$ cat config.mk
export PLATFORM = sky130hd
export DESIGN_NAME = meter_bank
export DESIGN_NICKNAME = d
export VERILOG_FILES = /design/src/rtl/meter_bank.sv
export SDC_FILE = /design/constraint.sdc
export NUM_CORES = 1
export LEC_CHECK = 0
export BUFFER_PORTS_ARGS = -buffer_cell sky130_fd_sc_hd__buf_2
export CORE_ASPECT_RATIO = 2
export CORE_MARGIN = 3
export CORE_UTILIZATION = 57
export DETAILED_ROUTE_END_ITERATION = 8
export PLACE_DENSITY = 0.75
export SLEW_MARGIN = 20
export SYNTH_ARGS = -nofsm -noshare
export SYNTH_HDL_FRONTEND = slang
export SYNTH_SLANG_ARGS = --single-unit
$ cat constraint.sdc
create_clock -name clk -period 8.9 [get_ports clk]
set_input_delay 0.445 -clock clk [delete_from_list [all_inputs] [get_ports clk]]
set_output_delay 0.445 -clock clk [all_outputs]
set_load 0.005 [all_outputs]
$ cat src/rtl/meter_bank.sv
`default_nettype none
// ============================================================================
//  Module   : meter_bank
//  Purpose  : Bank of N_CH countdown meters (e.g. parking-meter channels).
//             Commands add fixed amounts with saturation, load presets or
//             clear a channel.  Each 1 Hz tick starts a sweep that
//             decrements every nonzero channel by one, one channel per
//             clock cycle.  Commands are refused (cmd_ready=0) while a
//             sweep is running.
//  Ports    : clk, rst_n      - clock (rising edge), async active-low reset
//             tick_1hz        - one-cycle pulse per second
//             cmd_valid/ready - command handshake
//             cmd_op, cmd_ch  - opcode and target channel
//             disp_ch         - channel shown on disp_time (registered)
//             expired         - per-channel time==0
//             low_warn        - per-channel 0 < time <= WARN
//             tick_ovf        - one-cycle pulse when a tick is dropped
//  Revision : 1.0 - initial release
// ============================================================================
module meter_bank #(
    parameter int N_CH  = 4,
    parameter int TW    = 14,
    parameter int T_MAX = 9999,
    parameter int AMT0  = 10,
    parameter int AMT1  = 180,
    parameter int AMT2  = 200,
    parameter int AMT3  = 550,
    parameter int LD0   = 10,
    parameter int LD1   = 205,
    parameter int WARN  = 10,
    localparam int CW   = (N_CH > 1) ? $clog2(N_CH) : 1
) (
    input  logic          clk,
    input  logic          rst_n,
    input  logic          tick_1hz,
    input  logic          cmd_valid,
    output logic          cmd_ready,
    input  logic [2:0]    cmd_op,
    input  logic [CW-1:0] cmd_ch,
    input  logic [CW-1:0] disp_ch,
    output logic [TW-1:0] disp_time,
    output logic [N_CH-1:0] expired,
    output logic [N_CH-1:0] low_warn,
    output logic          tick_ovf
);

    localparam logic [TW:0]   c_t_max_w = (TW+1)'(T_MAX);
    localparam logic [TW-1:0] c_t_max   = TW'(T_MAX);
    localparam logic [TW-1:0] c_warn    = TW'(WARN);
    // Presets are clamped so a load can never break the ceiling invariant.
    localparam logic [TW-1:0] c_ld0     = (LD0 > T_MAX) ? TW'(T_MAX) : TW'(LD0);
    localparam logic [TW-1:0] c_ld1     = (LD1 > T_MAX) ? TW'(T_MAX) : TW'(LD1);
    localparam logic [TW:0]   c_amt0    = (TW+1)'(AMT0);
    localparam logic [TW:0]   c_amt1    = (TW+1)'(AMT1);
    localparam logic [TW:0]   c_amt2    = (TW+1)'(AMT2);
    localparam logic [TW:0]   c_amt3    = (TW+1)'(AMT3);
    localparam logic [CW-1:0] c_last    = CW'(N_CH - 1);

    typedef enum logic [0:0] {
        ST_IDLE  = 1'b0,
        ST_SWEEP = 1'b1
    } state_t;

    state_t        state_q, state_d;
    logic [CW-1:0] idx_q, idx_d;
    logic          tick_pend_q, tick_pend_d;
    logic          tick_ovf_q, tick_ovf_d;
    logic [TW-1:0] disp_time_q, disp_time_d;
    logic [TW-1:0] time_q [N_CH];
    logic [TW-1:0] time_d [N_CH];

    logic          w_cmd_hit;
    logic [TW-1:0] w_cur;
    logic [TW:0]   w_amt;
    logic [TW:0]   w_sum;

    assign cmd_ready = (state_q == ST_IDLE);
    assign disp_time = disp_time_q;
    assign tick_ovf  = tick_ovf_q;

    // Out-of-range channel numbers handshake normally but touch nothing.
    assign w_cmd_hit = cmd_valid && cmd_ready &&
                       ({{(32-CW){1'b0}}, cmd_ch} < 32'(N_CH));
    assign w_cur     = time_q[cmd_ch];

    always_comb begin
        w_amt = c_amt0;
        case (cmd_op[1:0])
            2'd0:    w_amt = c_amt0;
            2'd1:    w_amt = c_amt1;
            2'd2:    w_amt = c_amt2;
            default: w_amt = c_amt3;
        endcase
    end

    // One extra bit keeps the carry so saturation is a simple compare.
    assign w_sum = {1'b0, w_cur} + w_amt;

    always_comb begin
        state_d     = state_q;
        idx_d       = idx_q;
        tick_pend_d = tick_pend_q;
        tick_ovf_d  = 1'b0;
        time_d      = time_q;

        case (state_q)
            ST_IDLE: begin
                if (tick_1hz || tick_pend_q) begin
                    state_d     = ST_SWEEP;
                    idx_d       = '0;
                    tick_pend_d = 1'b0;
                    // A fresh tick colliding with a pending one merges into a
                    // single sweep, so one of them is lost.
                    tick_ovf_d  = tick_1hz && tick_pend_q;
                end
            end
            ST_SWEEP: begin
                if (time_q[idx_q] != '0) begin
                    time_d[idx_q] = time_q[idx_q] - TW'(1);
                end
                if (idx_q == c_last) begin
                    state_d = ST_IDLE;
                    idx_d   = '0;
                end else begin
                    idx_d = idx_q + CW'(1);
                end
                if (tick_1hz) begin
                    if (tick_pend_q) begin
                        tick_ovf_d = 1'b1;
                    end else begin
                        tick_pend_d = 1'b1;
                    end
                end
            end
            default: state_d = ST_IDLE;
        endcase

        // Commands are only accepted in IDLE, so they never collide with a
        // sweep decrement; a same-cycle tick sweeps the updated value.
        if (w_cmd_hit) begin
            case (cmd_op)
                3'd0, 3'd1, 3'd2, 3'd3:
                    time_d[cmd_ch] = (w_sum > c_t_max_w) ? c_t_max : w_sum[TW-1:0];
                3'd4:    time_d[cmd_ch] = c_ld0;
                3'd5:    time_d[cmd_ch] = c_ld1;
                3'd6:    time_d[cmd_ch] = '0;
                default: time_d[cmd_ch] = time_q[cmd_ch];
            endcase
        end
    end

    always_comb begin
        disp_time_d = '0;
        if ({{(32-CW){1'b0}}, disp_ch} < 32'(N_CH)) begin
            disp_time_d = time_q[disp_ch];
        end
    end

    always_ff @(posedge clk or negedge rst_n) begin
        if (!rst_n) begin
            state_q     <= ST_IDLE;
            idx_q       <= '0;
            tick_pend_q <= 1'b0;
            tick_ovf_q  <= 1'b0;
            disp_time_q <= '0;
            for (int i = 0; i < N_CH; i++) begin
                time_q[i] <= '0;
            end
        end else begin
            state_q     <= state_d;
            idx_q       <= idx_d;
            tick_pend_q <= tick_pend_d;
            tick_ovf_q  <= tick_ovf_d;
            disp_time_q <= disp_time_d;
            for (int i = 0; i < N_CH; i++) begin
                time_q[i] <= time_d[i];
            end
        end
    end

    generate
        for (genvar g = 0; g < N_CH; g++) begin : g_flags
            assign expired[g]  = (time_q[g] == '0);
            assign low_warn[g] = (time_q[g] != '0) && (time_q[g] <= c_warn);
        end
    endgenerate

endmodule
`default_nettype wire

== After elaboration in Yosys (flattened, before gate mapping) ==
Cells that the tools add are included.
Widths: inputs -> output; s select.

* Reduce and logical (&&, ||, !) cells: 22
* Bitwise gates (word level): 12
* Mux-type cells: 35
* Magnitude comparators: 10
* $add $sub $neg: 3
* Equality and inequality tests: 11

{| class="wikitable"
|+ Operators with widths
! operator !! number
|-
| $pmux 56 s4 || 1
|-
| $bwmux 56 || 3
|-
| $mux 56 || 3
|-
| $mux 14 || 9
|-
| $bmux 14 s2 || 3
|-
| $reduce_bool 14->1 || 5
|-
| $and 56x56->56 || 1
|-
| $demux 14 s2 || 2
|-
| $le 14x4->1 const B || 4
|-
| $logic_not 14->1 || 4
|-
| $not 56->56 || 1
|-
| $and 48x48->48 || 1
|-
| $not 48->48 || 1
|-
| $and 36x36->36 || 1
|-
| $not 36->36 || 1
|-
| $pmux 10 s3 || 1
|-
| $or 20x20->20 || 1
|-
| $add 14x15->15 || 1
|-
| $gt 15x14->1 const B || 1
|-
| $sub 14x1->14 const B || 1
|-
| $eq 3x3->1 const B || 3
|-
| $ge 3x3->1 const B || 3
|-
| $not 2->3 || 3
|-
| $logic_and 1x1->1 || 8
|-
| other kinds (19) || 31
|}

* Register bits after elaboration: 75
* Output and inout bits: 24

== Longest topological paths before layout ==
* Word-level depth: 11
* Depth in mapped cells: 17
* Depth with buffers taken out: 14

== Worst setup path before layout ==
OpenSTA, ideal clock, no wires.

* Kind: input to register
* From: input cmd_ch[0]
* To: register time_q[23] (netlist name)
* Required time: 8774 ps
* Stages on the path: 14
* Setup slack: 4622 ps
* Data arrival time: 4152 ps
* Setup time: 126 ps
* Cells stage by stage: buf_2 buf_1 clkbuf_1 mux4_2 ha_1 o21ai_0 o21a_1 o311ai_0 and4b_1 o21ai_0 o21ai_1 buf_2 nand2_1 a221o_1

{| class="wikitable"
|+ RTL lines
! element !! RTL line !! source
|-
| from (decl) || 39 || <nowiki>input logic [CW-1:0] cmd_ch,</nowiki>
|-
| to (signal, indexed assignment) || 176 || <nowiki>time_q[i] <= time_d[i];</nowiki>
|-
| to (decl) || 69 || <nowiki>logic [TW-1:0] time_q [N_CH];</nowiki>
|}

==> metrics <==
status finished, final reports clean; Synth-to-Final Area Change 9.61%; most frequent cells in the layout 93 x nor2_1, 75 x dfrtp_1, 62 x nand2_1; die span in x 77.5 um; Post-Syn Area 5830 sq um; die area 11600 sq um; Post-Syn Nets 656; Starting Density 59.0%; CP arrival 5.18 ns; # nets final 675; Fin. Hold Viols 0; DP Worst Slack 3.77 ns; synthesis warning total 0; Gate Count Post-Synth 624; routed via count 5854; largest net degree at the start of global routing 76; LEAKAGE 2.59 nW; Finished Cell Area 6390 sq um; clock buffer depth 2; core area 9890 sq um; CTS Buf Count 9; GPL Wtd Cong 1.03; commonest non-fill, non-tap cell in the layout nor2_1; vias per cell 7.51; GRT overflow 0; clock sinks 75; DR DRC count 0; via count of the first global-routing pass 5756; post-place instance area 6050 sq um; final setup vio count 0; final worst setup slack 3.94 ns; post-layout util 64.6%; Skew-Pair Late Insertion Delay 0.34 ns; Crit path top cell by count o21ai_0; max_slew headroom 32.7%; Synth async-reset ratio 100%; data required time of the worst path 9.12 ns; post-cts gate resize count 0; FILL cells 843; Seq cells post-synth 75; Die Height 149 um; crit-path max FO 27; max frequency 202 MHz; setup TNS 0 ns; Core Rows 51; Slew Limit Fails 0; fin crit share 55.7%; area occupied by registers 1880 sq um; Antenna Nets Post-Route 0; Hold Path Class input pin to asynchronous set/reset pin; CP Class input pin to flop; final wirelength 20600 um; post-DP HPWL 15000 um; Distinct cells, synth 62; min Tclk post-route 4.96 ns; Max stage delay on crit path 0.81 ns; max_cap viols 0; first-pass GRT wire length 32200 um; Synth Flop Type dfrtp_1; multi-input logic area 3730 sq um; Worst path slowest cell o21ai_1; pwr dens 419 nW/um^2; share of cells above drive strength 1 16.4%; root buffer cell clkbuf_16; Post-CTS Setup Bufs 0; IO Count 35; Setup crit end kind flop; antenna violations before repair 0; DR WL/cell 26.4 um; PortBufs 34; DR pass1 iterations 7; critical path cell sequence buf_2 > mux2i_1 > o21ai_0 > a21o_1 > ha_1 > fa_1 > a211o_1 > a21boi_0 > nor4b_1 > a311oi_1 > o21ai_0 > o21ai_1 > nand2_1 > a221o_1; # diodes 0; # hold bufs at CTS 0; Seq/Total Area, Yosys 32.2%; CTS tree built; H-tree depth 3; DRT iter0 DRCs 972; syn avg cell area 9.35 sq um; number of flops mapped to enable cells by yosys 0; gr usage total 37.2%; critical path launch point type input pin; clock-pin slew on the worst setup and hold paths 0.06 ns; worst slew pin tran 1.00 ns; unrepaired setup endpoints after global routing no; maximum vdd drop 0.189 mV; Setup Skew 0.00613 ns
registers in the layout, indices dropped and copies added, names as in the netlist:
signal,flops
idx_q,2
state_q,1
disp_time,14
time_q,56
tick_ovf,1
tick_pend_q,1
critical path, delay by kind of cell:
family,cells,cell delay [ns]
compound gates,8,2.88
simple gates,2,0.37
buf+inv,1,0.52
fa+ha+maj,2,0.69
mux,1,0.24
metal layers:
metal	part of all wire (%)	up-vias	GRT usage [%]	wire length (um)
met5	0	-	0	0
met4	9.6	0	29.4	1980
met3	9.8	161	7.01	2020
met2	48	536	59.5	9830
met1	33	2734	43.4	6740
li1	-	2423	-	-
worst paths after layout:
| path | start | endpoint | slack (ns) | depth (start not counted) |
|---|---|---|---|---|
| max reg2reg | time_q[29]$_DFF_PN0_ | time_q[23]$_DFF_PN0_ | 4.18 | 13 |
| max | cmd_ch[0] | time_q[23]$_DFF_PN0_ | 3.94 | 14 |
| max in group asynchronous | rst_n | time_q[44]$_DFF_PN0_ | 8.02 | 1 |
| min reg2reg | idx_q[0]$_DFFE_PN0P_ | idx_q[0]$_DFFE_PN0P_ | 0.51 | 1 |
| min in group clk | tick_1hz | tick_ovf$_DFF_PN0_ | 0.34 | 2 |
| min | rst_n | time_q[41]$_DFF_PN0_ | 0.26 | 1 |
power breakdown:
group / leakage, nW / internal [mW] / switching, mW
sequential: 0.894 / 0.505 / 0.219
clock: 0.165 / 0.273 / 0.146
combinational: 1.53 / 0.611 / 0.923
cell usage after synthesis, types with 3 or more instances:
master / instances / share of area [%]
a211o_1: 4 / 0.60
a211oi_1: 11 / 1.4
a21o_1: 6 / 0.77
a21oi_1: 27 / 2.3
a221o_1: 14 / 2.4
a221oi_1: 3 / 0.45
a222oi_1: 4 / 0.69
a22oi_1: 7 / 0.90
a311oi_1: 5 / 0.75
a31oi_1: 11 / 1.2
and2_1: 8 / 0.86
buf_1: 4 / 0.26
buf_2: 8 / 0.69
buf_6: 4 / 0.77
clkbuf_1: 15 / 0.97
dfrtp_1: 75 / 32
ha_1: 20 / 4.3
inv_1: 18 / 1.2
mux2i_1: 6 / 1.0
mux4_2: 39 / 15
nand2_1: 62 / 4.0
nand2b_1: 5 / 0.54
nand3_1: 13 / 1.1
nor2_1: 93 / 6.0
nor2b_1: 5 / 0.54
nor3_1: 16 / 1.4
nor4_1: 13 / 1.4
o211ai_1: 8 / 1.0
o21a_1: 5 / 0.64
o21ai_0: 32 / 2.7
o21ai_1: 6 / 0.51
o221ai_1: 6 / 0.90
o22ai_1: 9 / 0.97
o31ai_1: 5 / 0.64
or2_2: 3 / 0.32
or3_1: 3 / 0.32
xnor2_1: 10 / 1.5
xor2_1: 10 / 1.5
metrics by stage:
step                      cells  hold WS [ns]  total power [mW]
after floorplan             624         0.149              1.74
after CTS                   780         0.285              2.61
after global routing        780         0.341              2.82
after global placement      764         0.477              2.14
after detailed placement    764         0.496              2.18
final                       780         0.259              2.68
area by class of cell:
cell class | instances | area share (%)
clock buffers | 9 | 3.52
clock inverters | 7 | 1.82
inverters | 18 | 1.06
multi-input cells | 500 | 58.4
flip-flops and latches | 75 | 29.4
well taps | 132 | 2.58
repair buffers | 39 | 3.29
cell families after synthesis:
group           share of synthesized area [%]
simple gates                             18.3
compound gates                           21.8
flops                                    32.2
buf+inv                                  3.84
mux                                      16.3
fa+ha+maj                                4.63
xor+xnor                                 3.00
No activity file was read; power rests on OpenSTA's default activity.
